<file path="src/rtl/lsu.sv">
// Load/store unit: one word-aligned bus beat per request, with lane steering,
// load extension and misaligned / illegal-width / bus-timeout fault reporting.
module lsu #(
  parameter int TIMEOUT_CYCLES = 255
) (
  input  logic        clk,
  input  logic        rst_n,
  input  logic        start,
  input  logic        is_load,
  input  logic        is_store,
  input  logic [2:0]  funct3,
  input  logic [31:0] address,
  input  logic [31:0] rs2_val,
  output logic        mem_req,
  output logic        mem_we,
  output logic [31:0] mem_addr,
  output logic [31:0] mem_wdata,
  output logic [3:0]  mem_wstrb,
  input  logic        mem_ready,
  input  logic [31:0] mem_rdata,
  output logic        busy,
  output logic        done,
  output logic [31:0] load_data,
  output logic        fault,
  output logic [1:0]  fault_cause
);

  typedef enum logic [1:0] {IDLE, ACCESS, FINISH} state_e;

  localparam logic [1:0] CAUSE_NONE = 2'b00;
  localparam logic [1:0] CAUSE_MIS  = 2'b01;
  localparam logic [1:0] CAUSE_ILL  = 2'b10;
  localparam logic [1:0] CAUSE_TMO  = 2'b11;
  localparam logic [7:0] CNT_LAST   = 8'(TIMEOUT_CYCLES - 1);

  state_e      state_q, state_d;
  logic [7:0]  cnt_q, cnt_d;
  logic [1:0]  cause_q, cause_d;
  logic        we_q, we_d;
  logic [31:0] addr_q, addr_d;
  logic [31:0] wdata_q, wdata_d;
  logic [3:0]  wstrb_q, wstrb_d;
  logic [2:0]  f3_q, f3_d;
  logic [1:0]  lane_q, lane_d;
  logic [31:0] load_q, load_d;

  function automatic logic width_legal(input logic store, input logic [2:0] f3);
    if (store) return (f3 == 3'b000) || (f3 == 3'b001) || (f3 == 3'b010);
    return (f3 == 3'b000) || (f3 == 3'b001) || (f3 == 3'b010) ||
           (f3 == 3'b100) || (f3 == 3'b101);
  endfunction

  function automatic logic misaligned(input logic [2:0] f3, input logic [1:0] lane);
    case (f3[1:0])
      2'b01:   return lane[0];
      2'b10:   return lane != 2'b00;
      default: return 1'b0;
    endcase
  endfunction

  function automatic logic [31:0] store_wdata(input logic [2:0] f3, input logic [31:0] d);
    case (f3[1:0])
      2'b00:   return {4{d[7:0]}};
      2'b01:   return {2{d[15:0]}};
      default: return d;
    endcase
  endfunction

  function automatic logic [3:0] store_wstrb(input logic [2:0] f3, input logic [1:0] lane);
    case (f3[1:0])
      2'b00:   return 4'b0001 << lane;
      2'b01:   return lane[1] ? 4'b1100 : 4'b0011;
      default: return 4'b1111;
    endcase
  endfunction

  function automatic logic [31:0] load_extract(input logic [2:0] f3, input logic [1:0] lane,
                                               input logic [31:0] rd);
    logic [7:0]  b;
    logic [15:0] h;
    case (lane)
      2'd0:    b = rd[7:0];
      2'd1:    b = rd[15:8];
      2'd2:    b = rd[23:16];
      default: b = rd[31:24];
    endcase
    h = lane[1] ? rd[31:16] : rd[15:0];
    case (f3)
      3'b000:  return {{24{b[7]}}, b};
      3'b001:  return {{16{h[15]}}, h};
      3'b100:  return {24'd0, b};
      3'b101:  return {16'd0, h};
      default: return rd;
    endcase
  endfunction

  always_ff @(posedge clk or negedge rst_n) begin
    if (!rst_n) begin
      state_q <= IDLE;
      cnt_q   <= '0;
      cause_q <= CAUSE_NONE;
      we_q    <= 1'b0;
      addr_q  <= '0;
      wdata_q <= '0;
      wstrb_q <= '0;
      f3_q    <= '0;
      lane_q  <= '0;
      load_q  <= '0;
    end else begin
      state_q <= state_d;
      cnt_q   <= cnt_d;
      cause_q <= cause_d;
      we_q    <= we_d;
      addr_q  <= addr_d;
      wdata_q <= wdata_d;
      wstrb_q <= wstrb_d;
      f3_q    <= f3_d;
      lane_q  <= lane_d;
      load_q  <= load_d;
    end
  end

  always_comb begin
    state_d = state_q;
    cnt_d   = cnt_q;
    cause_d = cause_q;
    we_d    = we_q;
    addr_d  = addr_q;
    wdata_d = wdata_q;
    wstrb_d = wstrb_q;
    f3_d    = f3_q;
    lane_d  = lane_q;
    load_d  = load_q;
    case (state_q)
      IDLE: begin
        if (start) begin
          cause_d = CAUSE_NONE;
          if (!is_load && !is_store) begin
            state_d = FINISH;
          end else if (!width_legal(is_store, funct3)) begin
            state_d = FINISH;
            cause_d = CAUSE_ILL;
          end else if (misaligned(funct3, address[1:0])) begin
            state_d = FINISH;
            cause_d = CAUSE_MIS;
          end else begin
            // Bus registers load only for requests that really reach the bus.
            state_d = ACCESS;
            cnt_d   = '0;
            we_d    = is_store;
            addr_d  = {address[31:2], 2'b00};
            wdata_d = store_wdata(funct3, rs2_val);
            wstrb_d = is_store ? store_wstrb(funct3, address[1:0]) : 4'b0000;
            f3_d    = funct3;
            lane_d  = address[1:0];
          end
        end
      end
      ACCESS: begin
        if (mem_ready) begin
          state_d = FINISH;
          cause_d = CAUSE_NONE;
          if (!we_q) load_d = load_extract(f3_q, lane_q, mem_rdata);
        end else if (cnt_q == CNT_LAST) begin
          state_d = FINISH;
          cause_d = CAUSE_TMO;
        end else begin
          cnt_d = cnt_q + 8'd1;
        end
      end
      FINISH:  state_d = IDLE;
      default: state_d = IDLE;
    endcase
  end

  always_comb begin
    mem_req     = (state_q == ACCESS);
    busy        = (state_q == ACCESS);
    done        = (state_q == FINISH);
    fault       = done && (cause_q != CAUSE_NONE);
    fault_cause = done ? cause_q : CAUSE_NONE;
    mem_we      = we_q;
    mem_addr    = addr_q;
    mem_wdata   = wdata_q;
    mem_wstrb   = wstrb_q;
    load_data   = load_q;
  end

endmodule
</file>
<file path="config.mk">
export PLATFORM = sky130hd
export DESIGN_NAME = lsu
export DESIGN_NICKNAME = d
export VERILOG_FILES = /design/src/rtl/lsu.sv
export SDC_FILE = /design/constraint.sdc
export NUM_CORES = 1
export LEC_CHECK = 0
export ABC_CLOCK_PERIOD_IN_PS = 3200
export CAP_MARGIN = 20
export CELL_PAD_IN_SITES_DETAIL_PLACEMENT = 0
export CELL_PAD_IN_SITES_GLOBAL_PLACEMENT = 1
export CORE_UTILIZATION = 35
export DETAILED_ROUTE_END_ITERATION = 10
export DONT_BUFFER_PORTS = 1
export GPL_TIMING_DRIVEN = 0
export PLACE_DENSITY = 0.74
export SLEW_MARGIN = 20
export SYNTH_ARGS = -nofsm -noshare
export SYNTH_HDL_FRONTEND = slang
export SYNTH_SLANG_ARGS = --single-unit
</file>
<file path="constraint.sdc">
create_clock -name clk -period 3.2 [get_ports clk]
set_input_delay 0.64 -clock clk [delete_from_list [all_inputs] [get_ports clk]]
set_output_delay 0.64 -clock clk [all_outputs]
set_load 0.005 [all_outputs]
</file>
==> summary.txt <==
Status
  – Outcome: finished, violations left
  – Failing checks: negative hold slack

Synth
  – Cell count after synthesis: about 610
  – Asr flop ratio synth: 100%
  – Synth unique cells: 50
  – Seq/Total Area, Yosys: 53.2%
  – Synthesis-stage register bit count: 116
  – Average cell area after synthesis: 8.89 um2
  – Top_reg_cell synth: dfrtp_1
  – Synth Cell Area: 5460 um2
  – Post-synth EDFFs: 0
  – Yosys warns: 0

Timing
  – Unrepaired setup endpoints after global routing: no
  – Max-slew violation count: 0
  – Setup violators final: 0
  – Slew @ Worst Pin: around 0.64 ns
  – Final worst path period share: 90.5%
  – Slew HR: between 50% and 60%
  – Final Critical Period: 2.90 ns
  – Clock Skew: around 0.0052 ns
  – Hold_ws: -0.0744 ns
  – Fin. Hold Viols: 116
  – F_max: 0.345 GHz

Layout
  – Share of cells above drive strength 1: a little over a tenth
  – Non-Filler Instances: about 840
  – Number of antenna diodes: 0
  – Final net count: around 740
  – Layout area overhead: 14.5%

Worst setup path
  – Reg2reg end: load_data[28]$_DFFE_PN0P_
  – Setup crit start kind: input pin
  – CP Capture Type: flip-flop
  – Data required time of the worst path: 3.50 ns
  – R2R setup slack: around 1.1 ns
  – R2R Path Start: state_q[0]$_DFFE_PN0P_
  – Worst Reg2Reg Path Length in Cells: 6
  – Critical path type: input pin to flip-flop
  – Arrival time of the worst setup path: around 3.2 ns
  – Maximum fanout along the worst path: 10

GRT
  – Largest net degree at the start of global routing: between 100 and 150
  – Initial antenna violation count: 0
  – Total congestion overflow: 0
  – Global-route wire length before repair: 24800 um
  – Total track usage: 20.2%
  – Vias in the first global route: ~4800

Clock network
  – Clk buf depth: 2
  – CTS Sinks: 116
  – Post-CTS Setup Bufs: 0
  – Root Buffer: clkbuf_16
  – CTS tree: yes
  – Clk_lat worst skew: 0.42 ns
  – CTS H-tree lvls: 4
  – Clock transition at path regs: roughly 0.060 ns
  – CTS Buf Count: 17

Floorplanning
  – Die width: 127 um
  – Core area: 15200 um2
  – Die Ht: 127 um
  – Die area: 16100 um2
  – # IOs: 212
  – Row count: 45
  – Initial Util: 35.9%

Routing
  – First-pass DRT Iterations: 4
  – Vias per inst: 5.50
  – Drt drc: 0
  – Routed wire length per instance: 18.7 um
  – First-iteration detailed-routing DRC count: ~220
  – ANT nets after route: 0
  – Via count: 4589
  – Final wirelength: approximately 16000 um

Power and ir drop
  – Pwr/cell area: 871 nW/um2
  – Power, Total: 5440 uW
  – Leakage: between 0.002 and 0.003 uW
  – Worst vdd ir: about 0.33 mV

Place
  – DP HPWL: 11400 um
  – RD Place Congestion: 0.804
  – Post-Place Cells: ~800
  – Port bufs: 0

Hold path
  – Worst min-delay path category: input pin to asynchronous set/reset pin

Run
  – Max-cap violations: 0
[cells in the final DEF (no fill, tap or decap), types with 2 or more instances in the layout]
| cell | synthesis | routed |
|---|---|---|
| nand2_1 | 187 | 187 |
| dfrtp_1 | 116 | 116 |
| nor2_1 | 38 | 38 |
| nand3_1 | 36 | 36 |
| o21ai_0 | 34 | 34 |
| a21oi_1 | 21 | 21 |
| buf_2 | 18 | 18 |
| clkbuf_1 | 19 | 18 |
| clkbuf_16 | 0 | 17 |
| a31oi_1 | 16 | 16 |
| inv_1 | 14 | 14 |
| o22ai_1 | 10 | 10 |
| nand3b_1 | 9 | 9 |
| mux2_2 | 8 | 8 |
| a22oi_1 | 8 | 8 |
| a221oi_1 | 8 | 8 |
| clkinv_4 | 0 | 8 |
| mux2i_1 | 7 | 7 |
| nand2b_1 | 5 | 5 |
| ha_1 | 5 | 5 |
| inv_6 | 0 | 5 |
| o31ai_1 | 4 | 4 |
| o21a_1 | 4 | 4 |
| o21ai_1 | 4 | 4 |
| and2_1 | 3 | 3 |
| or4_1 | 3 | 3 |
| nor3_1 | 3 | 3 |
| buf_4 | 3 | 3 |
| nor2b_1 | 2 | 2 |
| buf_1 | 2 | 2 |
| and4_1 | 2 | 2 |
| and3_1 | 2 | 2 |
| or3_1 | 2 | 2 |
| nor3b_1 | 2 | 2 |
| conb_1 | 1 | 2 |
| clkinv_2 | 0 | 2 |
[critical path, stage by stage]
cell and delay, ns:
clkbuf_1 0.48, inv_1 0.18, ha_1 0.33, o211a_1 0.14, a31oi_1 0.42, nand3_1 0.35, buf_2 0.31, a221oi_1 0.27
nor2_1 0.07
[where the power goes]
part           total [uW]  internal (uW)  leakage [uW]  switching [uW]
registers            2570           2060       0.00144             511
clock network        1760           1010      0.000273             754
logic                1110            459       0.00122             652
total                5440           3520       0.00293            1920
[cells by family (layout without fill, tap and decap cells)]
group | Yosys count | in the layout | share of synthesized area, %
AOI/OAI and AO/OA | 117 | 117 | 13.5
adders and majority gates | 5 | 5 | 1.15
buffers and inverters | 56 | 88 | 4.47
DFF | 116 | 116 | 53.2
muxes | 16 | 16 | 3.35
other | 1 | 2 | 0.0687
and+or+nand+nor | 303 | 303 | 24.3
[sequential cells by signal (all words and copies together) (netlist names)]
signal,cells
state_q,2
lane_q,2
mem_wstrb,4
mem_wdata,32
load_data,32
f3_q,3
cnt_q,8
cause_q,2
mem_addr,30
mem_we,1
[worst max-delay path by stage]
stage | cells after the start | endpoint | slack [ns] | from
after floorplan | 9 | cnt_q[6]$_DFFE_PN0P_ | 0.54 | funct3[1]
after detailed placement | 11 | mem_addr[17]$_DFFE_PN0P_ | -0.26 | funct3[1]
after CTS | 11 | mem_addr[17]$_DFFE_PN0P_ | 0.18 | funct3[1]
after global routing | 9 | mem_wdata[17]$_DFFE_PN0P_ | 0.03 | funct3[1]
after global placement | 9 | f3_q[0]$_DFFE_PN0P_ | -0.22 | funct3[1]
final | 9 | mem_wdata[8]$_DFFE_PN0P_ | 0.30 | funct3[1]
[synth_stat cells, drive strengths merged, types with 2 or more instances]
library cell,number,area [um2]
nor2b,2,12.5
and4,2,17.5
a22oi,8,60.1
a21oi,22,114
nand3,36,180
clkbuf,19,71.3
a221oi,9,96.4
nand2b,5,31.3
o31ai,4,30.0
dfrtp,116,2900
inv,14,52.6
mux2,8,90.1
ha,5,62.6
nor3,4,25.0
o22ai,10,62.6
o21a,4,30.0
nand3b,9,67.6
nor3b,2,15.0
and3,2,12.5
or4,3,22.5
nand2,187,702
buf,23,120
nor2,39,149
mux2i,7,70.1
or3,2,12.5
a31oi,16,100
o21ai,38,190
and2,3,18.8
[per-stage QoR]
step	hold WS (ns)	cell area, um2	utilization, %	worst slack [ns]	setup TNS [ns]
CTS	-0.0946	6250	41.1	0.177	0
global placement	0.350	5700	37.5	-0.219	-7.52
detailed placement	0.350	5700	37.5	-0.261	-10.96
floorplan	0.344	5460	-	0.541	0
finish	-0.0744	6250	41.1	0.305	0
global route	-0.102	6250	41.1	0.0294	0
[layer usage]
layer  routed length [um]  vias up  track usage, %  share of wire, %
met5                    0        -               0                 0
met4                  328        0            7.91               2.1
met3                 1850       31            9.11                12
met2                 7400      229            33.5                47
met1                 6050     2195            22.7                39
li1                     -     2134               -                 -
[layout make-up]
type / instances / area, um2
plain buffers: 42 / 193
clock buffers: 17 / 425
clock inverters: 15 / 124
fillers: 1526 / 8950
inverters: 14 / 52.6
multi-input cells: 443 / 2320
flip-flops and latches: 116 / 2900
well taps: 188 / 235
[repair_timing]
action                     CTS  global route
hold endpoints to repair   116           116
setup endpoints to repair    0             2
gates resized for setup      0             2
Power figures use the tool's default switching activity.
